===== src/rtl/pipelined_adder_pkg.sv =====
// Shared definitions for the pipelined add/subtract unit and its consumers
// (writeback, branch comparator).
//   add_op_e    : encoding of the 'sub' input (ADD / SUB).
//   add_flags_t : result flag bundle, bit order {cout, ovf, zero}, shared
//                 with the branch comparator.
//   make_flags  : builds the flag bundle from the final carries and zero test.
package pipelined_adder_pkg;

  typedef enum logic {
    ADD_OP_ADD = 1'b0,
    ADD_OP_SUB = 1'b1
  } add_op_e;

  typedef struct packed {
    logic cout;
    logic ovf;
    logic zero;
  } add_flags_t;

  // carry_msb is the carry into the top bit; signed overflow is when it
  // disagrees with the carry out of the top bit.
  function automatic add_flags_t make_flags(input logic carry,
                                            input logic carry_msb,
                                            input logic sum_is_zero);
    add_flags_t f;
    f.cout = carry;
    f.ovf  = carry ^ carry_msb;
    f.zero = sum_is_zero;
    return f;
  endfunction

endpackage


===== src/rtl/add_slice.sv =====
// Combinational W-bit adder slice, one per pipeline stage.
//   x, y  : slice operands (y already inverted for subtraction)
//   cin   : carry into bit 0 of the slice
//   s     : slice sum
//   cout  : carry out of bit W-1
//   c_msb : carry into bit W-1 (used for signed overflow on the top slice)
module add_slice #(
  parameter int unsigned W = 8
) (
  input  logic [W-1:0] x,
  input  logic [W-1:0] y,
  input  logic         cin,
  output logic [W-1:0] s,
  output logic         cout,
  output logic         c_msb
);

  logic [W:0] full;

  assign full  = {1'b0, x} + {1'b0, y} + {{W{1'b0}}, cin};
  assign s     = full[W-1:0];
  assign cout  = full[W];
  // Sum bit = x ^ y ^ carry_in, so the carry into the top bit falls out
  // of the top sum bit without a second adder.
  assign c_msb = x[W-1] ^ y[W-1] ^ s[W-1];

endmodule


===== src/rtl/pipelined_adder.sv =====
// Pipelined N-bit add/subtract unit with valid/ready handshake and
// {cout, ovf, zero} result flags. The carry chain is cut into STAGES
// registered slices of W = N/STAGES bits; latency is STAGES cycles.
//   clk, rst              : clock, asynchronous active-low reset
//   in_valid / in_ready   : operand handshake (in_ready = !out_valid || out_ready)
//   a, b, sub             : operands; sub=1 computes a - b
//   out_valid / out_ready : result handshake
//   sum, cout, ovf, zero  : result and flags (cout=1 on sub means no borrow)
module pipelined_adder
  import pipelined_adder_pkg::*;
#(
  parameter int unsigned N      = 32,
  parameter int unsigned STAGES = 4
) (
  input  logic         clk,
  input  logic         rst,
  input  logic         in_valid,
  output logic         in_ready,
  input  logic [N-1:0] a,
  input  logic [N-1:0] b,
  input  logic         sub,
  output logic         out_valid,
  input  logic         out_ready,
  output logic [N-1:0] sum,
  output logic         cout,
  output logic         ovf,
  output logic         zero
);

  localparam int unsigned W = N / STAGES;

  add_op_e    op;
  logic       adv;
  logic [N-1:0] b_eff;
  logic       c0;
  add_flags_t flags;

  assign op       = add_op_e'(sub);
  // Whole pipeline advances or holds as one; bubbles are never collapsed.
  assign adv      = !out_valid || out_ready;
  assign in_ready = adv;
  assign b_eff    = (op == ADD_OP_SUB) ? ~b : b;
  assign c0       = (op == ADD_OP_SUB);

  // Stage k adds slice k. It carries forward the completed low sum slices
  // and only the operand bits above slice k, so register widths taper.
  for (genvar k = 0; k < STAGES; k++) begin : g_stage
    localparam int unsigned LO = k * W;
    localparam int unsigned HI = LO + W - 1;

    logic [N-1:LO] a_in;
    logic [N-1:LO] b_in;
    logic          cin;
    logic          valid_d;
    logic [HI:0]   sum_d;
    logic [W-1:0]  s;
    logic          c_out;
    logic          c_msb;
    logic          valid_q;
    logic          carry_q;
    logic [HI:0]   sum_q;

    if (k == 0) begin : g_src
      assign a_in    = a;
      assign b_in    = b_eff;
      assign cin     = c0;
      assign valid_d = in_valid;
      assign sum_d   = s;
    end else begin : g_src
      assign a_in    = g_stage[k-1].g_ops.a_q;
      assign b_in    = g_stage[k-1].g_ops.b_q;
      assign cin     = g_stage[k-1].carry_q;
      assign valid_d = g_stage[k-1].valid_q;
      assign sum_d   = {s, g_stage[k-1].sum_q};
    end

    add_slice #(.W(W)) u_slice (
      .x     (a_in[HI:LO]),
      .y     (b_in[HI:LO]),
      .cin   (cin),
      .s     (s),
      .cout  (c_out),
      .c_msb (c_msb)
    );

    always_ff @(posedge clk or negedge rst) begin
      if (!rst) begin
        valid_q <= 1'b0;
        carry_q <= 1'b0;
        sum_q   <= '0;
      end else if (adv) begin
        valid_q <= valid_d;
        carry_q <= c_out;
        sum_q   <= sum_d;
      end
    end

    if (k < STAGES - 1) begin : g_ops
      logic [N-1:HI+1] a_q;
      logic [N-1:HI+1] b_q;

      always_ff @(posedge clk or negedge rst) begin
        if (!rst) begin
          a_q <= '0;
          b_q <= '0;
        end else if (adv) begin
          a_q <= a_in[N-1:HI+1];
          b_q <= b_in[N-1:HI+1];
        end
      end
    end

    if (k == STAGES - 1) begin : g_last
      logic msb_q;

      always_ff @(posedge clk or negedge rst) begin
        if (!rst) begin
          msb_q <= 1'b0;
        end else if (adv) begin
          msb_q <= c_msb;
        end
      end
    end else begin : g_mid
      // Only the top slice needs the carry into its MSB.
      logic unused_c_msb;
      assign unused_c_msb = c_msb;
    end
  end

  assign out_valid = g_stage[STAGES-1].valid_q;
  assign sum       = g_stage[STAGES-1].sum_q;
  assign flags     = make_flags(g_stage[STAGES-1].carry_q,
                                g_stage[STAGES-1].g_last.msb_q,
                                sum == '0);
  assign cout      = flags.cout;
  assign ovf       = flags.ovf;
  assign zero      = flags.zero;

endmodule

===== config.mk =====
export PLATFORM = sky130hd
export DESIGN_NAME = pipelined_adder
export DESIGN_NICKNAME = d
export VERILOG_FILES = /design/src/rtl/pipelined_adder_pkg.sv /design/src/rtl/add_slice.sv /design/src/rtl/pipelined_adder.sv
export SDC_FILE = /design/constraint.sdc
export NUM_CORES = 1
export LEC_CHECK = 0
export CORE_ASPECT_RATIO = 1.5
export CORE_MARGIN = 1.5
export CORE_UTILIZATION = 40
export CTS_CLUSTER_DIAMETER = 100
export DETAILED_ROUTE_END_ITERATION = 10
export PLACE_DENSITY = 0.66
export SKIP_CTS_REPAIR_TIMING = 1
export SLEW_MARGIN = 30
export SYNTH_ARGS = -nofsm -noshare
export SYNTH_HDL_FRONTEND = slang
export SYNTH_SLANG_ARGS = --single-unit

===== constraint.sdc =====
create_clock -name clk -period 5.1 [get_ports clk]
set_clock_uncertainty 0.1 [all_clocks]
set_input_delay 1.53 -clock clk [delete_from_list [all_inputs] [get_ports clk]]
set_output_delay 1.53 -clock clk [all_outputs]
set_load 0.03 [all_outputs]

==> flow_summary.json, run 1 <==
{
  "ant_nets": 0,
  "p_sw_uw": 2460,
  "nets": 1115,
  "met3WireLength_um": 518,
  "tritoncts": "built",
  "drt_pass1_iterations": 5,
  "diodes": 0,
  "totalWireLength_mm": 16.7,
  "required_ns": 3.47,
  "wl_per_cell_um": 12.9,
  "p_sw_share_pct": 38.6,
  "cts.sinks": 185,
  "fin_crit_sh_pct": 86.9,
  "synth_area_um2": 8390,
  "fp.dieW_um": 121,
  "initial_utilization_pct": 40.9,
  "power_frac_seq_pct": 39.9,
  "whs_path_depth": 2,
  "slew_headroom_pct": 40.4,
  "critPathMaxStageDelay_ns": 0.65,
  "htree_levels": 4,
  "powerDensity_nw_per_um2": 621,
  "grt_pass1_vias": 5756,
  "endpoint_kind": "output pin",
  "synth_top_area_share_pct": 55.2,
  "grt_antenna_before_repair": 0,
  "core_region_area_um2": 20500,
  "path_max_fanout": 2,
  "start_kind": "input port",
  "cpMostUsedCell": "clkdlybuf4s50_1",
  "leakagePower_uw": 0.00493,
  "dpl.hpwl_mm": 11.1,
  "drc_errors": 0,
  "yosysTopAreaCell": "dfrtp_1",
  "synthArstFlopShare_pct": 100,
  "internal-power_uw": 3910,
  "numCtsBuffers": 17,
  "maxSlewViolCount": 0,
  "rows": 64,
  "cts_root_buf": "clkbuf_16",
  "grt_overflow": 0,
  "status": "finished clean",
  "p_comb_share_pct": 39.4,
  "ys_ff_latch": 185,
  "synth_most_common_cell": "nand2_1",
  "drt_iter0_drc": 391,
  "die_y_um": 180,
  "path_class": "in -> out",
  "grt_pass1_wl_mm": 27.9,
  "clk_pin_slew_worst_paths_ns": 0.07,
  "synthesis.nets": 1026,
  "finalSetupViolCount": 0,
  "finalCriticalPeriod_ns": 4.43,
  "synthTopCellsByArea": "dfrtp_1 (55%), nand2_1 (20%), ha_1 (4.2%), xnor2_1 (3.2%), o21ai_0 (1.8%)",
  "area_growth_pct": 22.4,
  "critPathSlowestCell": "clkdlybuf4s50_1",
  "hold_viol": 0,
  "rsz0062_at_grt": "no",
  "fillers": 1972,
  "top_layer": "met4",
  "wl_met1_mm": 7.65,
  "synthFlopType": "dfrtp_1",
  "clk_path_buf_depth": 2,
  "cap_violations": 0,
  "fin_area_um2": 10300,
  "final.setup.tns_ns": 0,
  "die-area_um2": 21900,
  "path_cells": "clkdlybuf4s50_1 -> nor2b_4 -> inv_4 -> clkdlybuf4s50_1",
  "yosys_warnings": 0,
  "netlist_instances": 922,
  "wl_met2_mm": 8.18,
  "drive_above_1_share_pct": 5.08,
  "synthTopCellsByCount": "nand2_1 (437), dfrtp_1 (185), o21ai_0 (31), xnor2_1 (31), ha_1 (28)",
  "io_buffers": 105,
  "peakVddDrop_uv": 310,
  "clock_latency_ns": 0.44,
  "holdCritPathClass": "reg -> reg",
  "place_congestion": 0.767,
  "syn-mean-instance-area_um2": 9.10,
  "ys_seq_area_share_pct": 55.2,
  "grt_usage_pct": 16.1,
  "multiInputGateArea_um2": 3530,
  "yosys.cell_types.count": 42,
  "clkPwrFrac_pct": 20.7,
  "regArea_um2": 4630,
  "dpl-instance-area_um2": 9650,
  "worstMarginPinSlew_ns": 0.894,
  "dr_total_vias": 6088,
  "fmax_mhz": 226,
  "detail_route.vias_per_cell": 4.73,
  "synth_edf_count": 0,
  "grt_max_degree": 220,
  "critPathArrivalTime_ns": 2.80,
  "pin_count": 106,
  "ff2ff_path_depth": 7,
  "total_power_uw": 6380
}
## sequential cells by signal, indices dropped and copies added (netlist names)
name                  flops
g_stage.g_ops.b_q        48
sum                      32
g_stage.sum_q            48
g_stage.valid_q           3
g_stage.carry_q           3
out_valid                 1
g_stage.g_last.msb_q      1
g_stage.g_ops.a_q        48
cout                      1
## final timing paths
| path | from | endpoint | slack [ns] |
|---|---|---|---|
| setup / recovery | out_ready | in_ready | 0.67 |
| hold / removal | g_stage[2].sum_q[14] | g_stage[2].sum_q[14] | 0.37 |
| setup reg to reg | g_stage[2].carry_q | cout | 2.73 |
| hold reg to reg | g_stage[2].sum_q[14] | g_stage[2].sum_q[14] | 0.37 |
| max in group asynchronous | rst | g_stage[1].g_ops.a_q[24] | 3.02 |
| min in group asynchronous | rst | g_stage[0].valid_q | 0.87 |
## stage by stage
| stage | hold WS (ns) | setup slack, ns | util (%) | std cells |
|---|---|---|---|---|
| after floorplan | 0.330 | 1.15 | - | 922 |
| after global placement | 0.345 | 0.665 | 47.1 | 1255 |
| after detailed placement | 0.352 | 0.667 | 47.1 | 1255 |
| after CTS | 0.367 | 0.661 | 49.9 | 1287 |
| after global routing | 0.384 | 0.634 | 50.1 | 1288 |
| final | 0.366 | 0.667 | 50.1 | 1288 |
## power by group through the flow
stage	logic (µW)	registers (µW)	clock network, µW
3_3_place_gp	2470	2560	0
3_5_place_dp	2520	2580	0
2_1_floorplan	1590	2720	0
6_report	2510	2550	1320
5_1_grt	2830	2640	1420
4_1_cts	2540	2560	1360
## cells in the final DEF, fill, tap and decap left out, types with 3 or more instances in the layout
| master | Yosys | layout |
|---|---|---|
| xnor2_1 | 31 | 31 |
| nor3_1 | 6 | 6 |
| buf_4 | 1 | 7 |
| a21oi_1 | 23 | 23 |
| o21a_1 | 4 | 4 |
| nor2_1 | 25 | 25 |
| o31a_1 | 3 | 3 |
| nand2_1 | 437 | 437 |
| dfrtp_1 | 185 | 185 |
| o22ai_1 | 3 | 3 |
| xor2_1 | 17 | 17 |
| clkdlybuf4s50_1 | 0 | 103 |
| ha_1 | 28 | 28 |
| o21ai_1 | 20 | 20 |
| inv_1 | 7 | 7 |
| o21ai_0 | 31 | 31 |
| clkbuf_16 | 0 | 17 |
| o31ai_1 | 5 | 5 |
| inv_6 | 0 | 4 |
| fa_1 | 7 | 7 |
| nor4_1 | 8 | 8 |
| a21o_1 | 5 | 5 |
| clkinvlp_4 | 0 | 3 |
| a211oi_1 | 6 | 6 |
## cells by family after synthesis
family / after synthesis / share of synthesized area, %
buf+inv: 52 / 2.77
fa+ha+maj: 35 / 5.85
mux: 2 / 0.239
flops: 185 / 55.2
compound gates: 108 / 7.89
simple gates: 492 / 23.0
xor+xnor: 48 / 5.01
## critical path: cells and delay by family
| kind | cells | cell delay [ns] |
|---|---|---|
| buffers and inverters | 3 | 1.21 |
| and+or+nand+nor | 1 | 0.07 |
## metal layers
metal  track usage (%)  up-vias
li1                  -     3141
met1              20.6     2837
met2              26.5       88
met3              3.58       22
met4              6.26        0
met5                 0        -
## final cells by class
type	count	area share, %
well taps	264	3.22
repair buffers	114	11.2
multi-input cells	685	34.4
flip-flops and latches	185	45.1
clock buffers	18	4.18
clock inverters	14	1.58
inverters	8	0.317
(Power assumes the default switching activity.)
==> inputs of run 2 (changes only) <==
CORE_UTILIZATION = 32   (was 40)
PLACE_DENSITY = 0.56   (was 0.66)
TNS_END_PERCENT = 50   (was unset)
==> flow_summary.json, run 2 (same netlist as run 1, synthesis figures left out) <==
{
  "whs_path_depth": 2,
  "critPathSlowestCell": "clkdlybuf4s50_1",
  "fin_util_pct": 40.0,
  "path_depth": 4,
  "diodes": 0,
  "wl_per_cell_um": 13.1,
  "p_sw_uw": 2420,
  "internal-power_uw": 3920,
  "p_comb_share_pct": 39.6,
  "start_kind": "input port",
  "grt_overflow": 0,
  "final_common_cell": "nand2_1",
  "totalWireLength_mm": 17.8,
  "maxSlewViolCount": 0,
  "path_cells": "clkdlybuf4s50_1 -> nor2b_4 -> inv_4 -> clkdlybuf4s50_1",
  "ff2ff_path_depth": 7,
  "drive_above_1_share_pct": 4.50,
  "peakVddDrop_uv": 269,
  "path_class": "in -> out",
  "grt_usage_pct": 13.8,
  "numCtsBuffers": 17,
  "rows": 72,
  "drt_pass1_iterations": 4,
  "dr_total_vias": 6036,
  "grt_antenna_before_repair": 0,
  "fin_crit_sh_pct": 87.0,
  "critPathTopFamily": "buffers and inverters",
  "htree_levels": 4,
  "initial_utilization_pct": 32.6,
  "pin_count": 106,
  "final_cell_mix": "nand2_1 (437), dfrtp_1 (185), clkdlybuf4s50_1 (103)",
  "finalCriticalPeriod_ns": 4.44,
  "cts.sinks": 185,
  "holdCritPathClass": "reg -> reg",
  "dpl.hpwl_mm": 12.0,
  "detail_route.vias_per_cell": 4.45,
  "tritoncts": "built",
  "power_frac_seq_pct": 40.1,
  "drt_iter0_drc": 331,
  "io_buffers": 105,
  "die_y_um": 201,
  "area_growth_pct": 22.9,
  "powerDensity_nw_per_um2": 616,
  "fillers": 2608,
  "crit_buf_inv": 3,
  "path_max_fanout": 2,
  "critPathArrivalTime_ns": 2.81,
  "regArea_um2": 4630,
  "top_regs": "g_stage.g_ops.a_q x48, g_stage.g_ops.b_q x48, g_stage.sum_q x48",
  "nets": 1113,
  "clock_latency_ns": 0.43,
  "ant_nets": 0,
  "clk_pin_slew_worst_paths_ns": 0.06,
  "final.setup.tns_ns": 0,
  "place_congestion": 0.768,
  "finalSetupViolCount": 0,
  "core_region_area_um2": 25800,
  "die-area_um2": 27200,
  "cap_violations": 0,
  "fmax_mhz": 225,
  "rsz0062_at_grt": "no",
  "status": "finished clean",
  "clkPwrFrac_pct": 20.2,
  "hold_viol": 0,
  "grt_pass1_vias": 5910,
  "endpoint_kind": "output pin",
  "required_ns": 3.47,
  "p_sw_share_pct": 38.2,
  "clk_path_buf_depth": 2,
  "multiInputGateArea_um2": 3530,
  "grt_pass1_wl_mm": 29.6,
  "fp.dieW_um": 135,
  "drc_errors": 0,
  "critPathMaxStageDelay_ns": 0.65,
  "cpMostUsedCell": "clkdlybuf4s50_1",
  "slew_headroom_pct": 39.5,
  "cts_root_buf": "clkbuf_16",
  "worstMarginPinSlew_ns": 0.907,
  "grt_max_degree": 115,
  "leakagePower_uw": 0.00491
}
[run 2: changes by cell type in the layout (fill, tap and decap cells not counted), sizes merged]
cell      previous run  this run
clkbuf              19        24
inv                 14         8
clkinvlp             3         2
buf                 10         9
clkinv               3         4
[run 2: worst min-delay path, cell delays in order, from the launching register on]
cell and delay, ns:
dfrtp_1 0.34, nand2_1 0.05, nand2_1 0.05
[run 2: worst paths after layout]
path	slack (ns)	endpoint	start
worst max-delay path	0.66	in_ready	out_ready
max in group asynchronous	3.01	sum[19]	rst
worst max register to register	2.66	g_stage[0].sum_q[7]	out_valid
worst min register to register	0.36	g_stage[0].g_ops.a_q[19]	g_stage[0].g_ops.a_q[19]
min in group asynchronous	1.00	g_stage[0].g_ops.b_q[11]	rst
worst min-delay path	0.36	g_stage[0].g_ops.a_q[19]	g_stage[0].g_ops.a_q[19]
[run 2: final cells by class]
cell class / count / area share (%)
Multi-Input combinational cell: 685 / 34.3
Tap cell: 333 / 4.04
Clock buffer: 24 / 4.58
Inverter: 8 / 0.316
Sequential cell: 185 / 44.9
Timing Repair Buffer: 112 / 10.9
Clock inverter: 8 / 0.923
[run 2: per-layer routing]
layer  vias up  wire, µm  share of wire (%)  track usage, %
met5         -         0                  0               0
met4         0       342                1.9            5.34
met3        21       449                2.5            2.60
met2        75      8650                 49            23.0
met1      2799      8350                 47            17.6
li1       3141         -                  -               -
[run 2: metrics by stage]
| stage | cell area, µm² | hold WS [ns] | total power (µW) | cells | setup WS (ns) |
|---|---|---|---|---|---|
| after detailed placement | 9730 | 0.354 | 5140 | 1323 | 0.658 |
| after floorplan | 8390 | 0.330 | 4310 | 922 | 1.15 |
| after global placement | 9730 | 0.344 | 5070 | 1323 | 0.596 |
| final | 10300 | 0.364 | 6340 | 1355 | 0.664 |
| after global routing | 10300 | 0.385 | 6870 | 1355 | 0.633 |
| after CTS | 10300 | 0.368 | 6450 | 1355 | 0.651 |
[run 2: power by group through the flow]
stage	registers, µW	clock network, µW	logic [µW]
6_report	2550	1280	2510
5_1_grt	2640	1370	2860
4_1_cts	2560	1320	2570
3_5_place_dp	2580	0	2560
3_3_place_gp	2570	0	2500
2_1_floorplan	2720	0	1590
==> inputs of run 3 (changes only) <==
PLACE_DENSITY = unset   (was 0.56)
PLACE_DENSITY_LB_ADDON = 0.2   (was unset)
clock period = 4.1 ns   (was 5.1 ns; I/O delays follow)
==> flow_summary.json, run 3 (same netlist as run 1, synthesis figures left out) <==
{
  "multiInputGateArea_um2": 3530,
  "die_y_um": 201,
  "final.setup.tns_ns": 0,
  "preCtsSetupSlack_ns": 0.135,
  "tritoncts": "built",
  "leakagePower_uw": 0.00490,
  "critPathMaxStageDelay_ns": 0.66,
  "regArea_um2": 4630,
  "drc_errors": 0,
  "r2r_setup_slack_ns": 1.44,
  "core_region_area_um2": 25800,
  "pin_count": 106,
  "path_cells": "clkdlybuf4s50_1 -> nor2b_4 -> inv_4 -> clkdlybuf4s50_1",
  "io_buffers": 105,
  "grt_overflow": 0,
  "cts_root_buf": "clkbuf_16",
  "endpoint_kind": "output pin",
  "ant_nets": 0,
  "dr_total_vias": 6050,
  "path_max_fanout": 2,
  "rows": 72,
  "holdCritPathClass": "reg -> reg",
  "critPathTopFamily": "buffers and inverters",
  "grt_max_degree": 220,
  "critPathArrivalTime_ns": 2.50,
  "die-area_um2": 27200,
  "crit_buf_inv": 3,
  "final_common_cell": "nand2_1",
  "top_regs": "g_stage.g_ops.a_q x48, g_stage.g_ops.b_q x48, g_stage.sum_q x48",
  "dpl.hpwl_mm": 11.9,
  "final_cell_mix": "nand2_1 (437), dfrtp_1 (185), clkdlybuf4s50_1 (103)",
  "hold_viol": 0,
  "rsz0062_at_grt": "no",
  "place_congestion": 0.693,
  "wl_per_cell_um": 13.0,
  "htree_levels": 4,
  "required_ns": 2.77,
  "grt_antenna_before_repair": 0,
  "detail_route.vias_per_cell": 4.46,
  "post_layout_nonfiller_instances": 1355,
  "start_kind": "input port",
  "nets": 1113,
  "fmax_mhz": 261,
  "cap_violations": 0,
  "slew_headroom_pct": 35.5,
  "worstMarginPinSlew_ns": 0.968,
  "drive_above_1_share_pct": 4.89,
  "numCtsBuffers": 17,
  "dpl-instance-area_um2": 9740,
  "totalWireLength_mm": 17.6,
  "place_inst": 1323,
  "layout_setup_ws_ns": 0.272,
  "grt_usage_pct": 14.1,
  "path_class": "in -> out",
  "clk_pin_slew_worst_paths_ns": 0.07,
  "grt_pass1_vias": 6154,
  "grt_pass1_wl_mm": 30.5,
  "drt_pass1_iterations": 5,
  "fin_crit_sh_pct": 93.4,
  "drt_iter0_drc": 291,
  "diodes": 0,
  "fillers": 2716,
  "cpMostUsedCell": "clkdlybuf4s50_1",
  "finalSetupViolCount": 0,
  "area_growth_pct": 22.9,
  "initial_utilization_pct": 32.6,
  "fp.dieW_um": 135,
  "fin_area_um2": 10300,
  "powerDensity_nw_per_um2": 764,
  "status": "finished clean",
  "cts.sinks": 185,
  "total_power_uw": 7870,
  "clk_path_buf_depth": 2,
  "critPathSlowestCell": "clkdlybuf4s50_1",
  "clock_latency_ns": 0.44,
  "maxSlewViolCount": 0,
  "peakVddDrop_uv": 381,
  "finalCriticalPeriod_ns": 3.83
}
run 3: cell count changes in the layout (fill, tap and decap cells not counted), moves of 2 or more:
cell	delta
clkinv_2	-3
buf_6	-3
buf_4	+2
inv_6	+3
clkbuf_1	-4
clkinv_4	+4
inv_8	+2
run 3: worst register-to-register path, stage by stage, from the launching register on:
cell and delay, ns:
dfrtp_1 0.40, nor2b_4 0.15, inv_4 0.05, buf_4 0.51, buf_4 0.86, o2111ai_1 0.27
o31ai_1 0.14, nor3_2 0.06
run 3: cell type report:
| class | count | share of cell area [%] |
|---|---|---|
| timing repair buffer | 112 | 10.9 |
| sequential | 185 | 44.9 |
| multi-input combinational | 685 | 34.3 |
| clock buffer | 18 | 4.16 |
| inverter | 8 | 0.316 |
| tap | 333 | 4.04 |
| clock inverter | 14 | 1.37 |
run 3: final timing paths:
kind                                         start  cells after the start                  endpoint
worst min-delay path            g_stage[2].valid_q                      2        g_stage[2].valid_q
min in group asynchronous                      rst                      1  g_stage[0].g_ops.b_q[12]
worst min register to register  g_stage[2].valid_q                      2        g_stage[2].valid_q
worst max register to register           out_valid                      7       g_stage[0].sum_q[7]
worst max-delay path                     out_ready                      4                  in_ready
max in group asynchronous                      rst                      2  g_stage[1].g_ops.b_q[30]
run 3: through the flow:
step	hold slack [ns]	util (%)
6_report	0.358	40.0
5_1_grt	0.376	40.0
4_1_cts	0.363	40.0
3_5_place_dp	0.347	37.8
3_3_place_gp	0.341	37.8
2_1_floorplan	0.330	-
run 3: metal layers:
layer	share of wire [%]	GRT usage [%]
met3	3.0	2.80
met2	49	23.4
met1	46	17.9
met5	0	0
met4	2.2	5.57
run 3: where the power goes:
part / internal [µW] / switching, µW / total (µW)
clock: 852 / 742 / 1590
sequential: 2640 / 519 / 3160
combinational: 1310 / 1810 / 3120
total: 4800 / 3070 / 7870
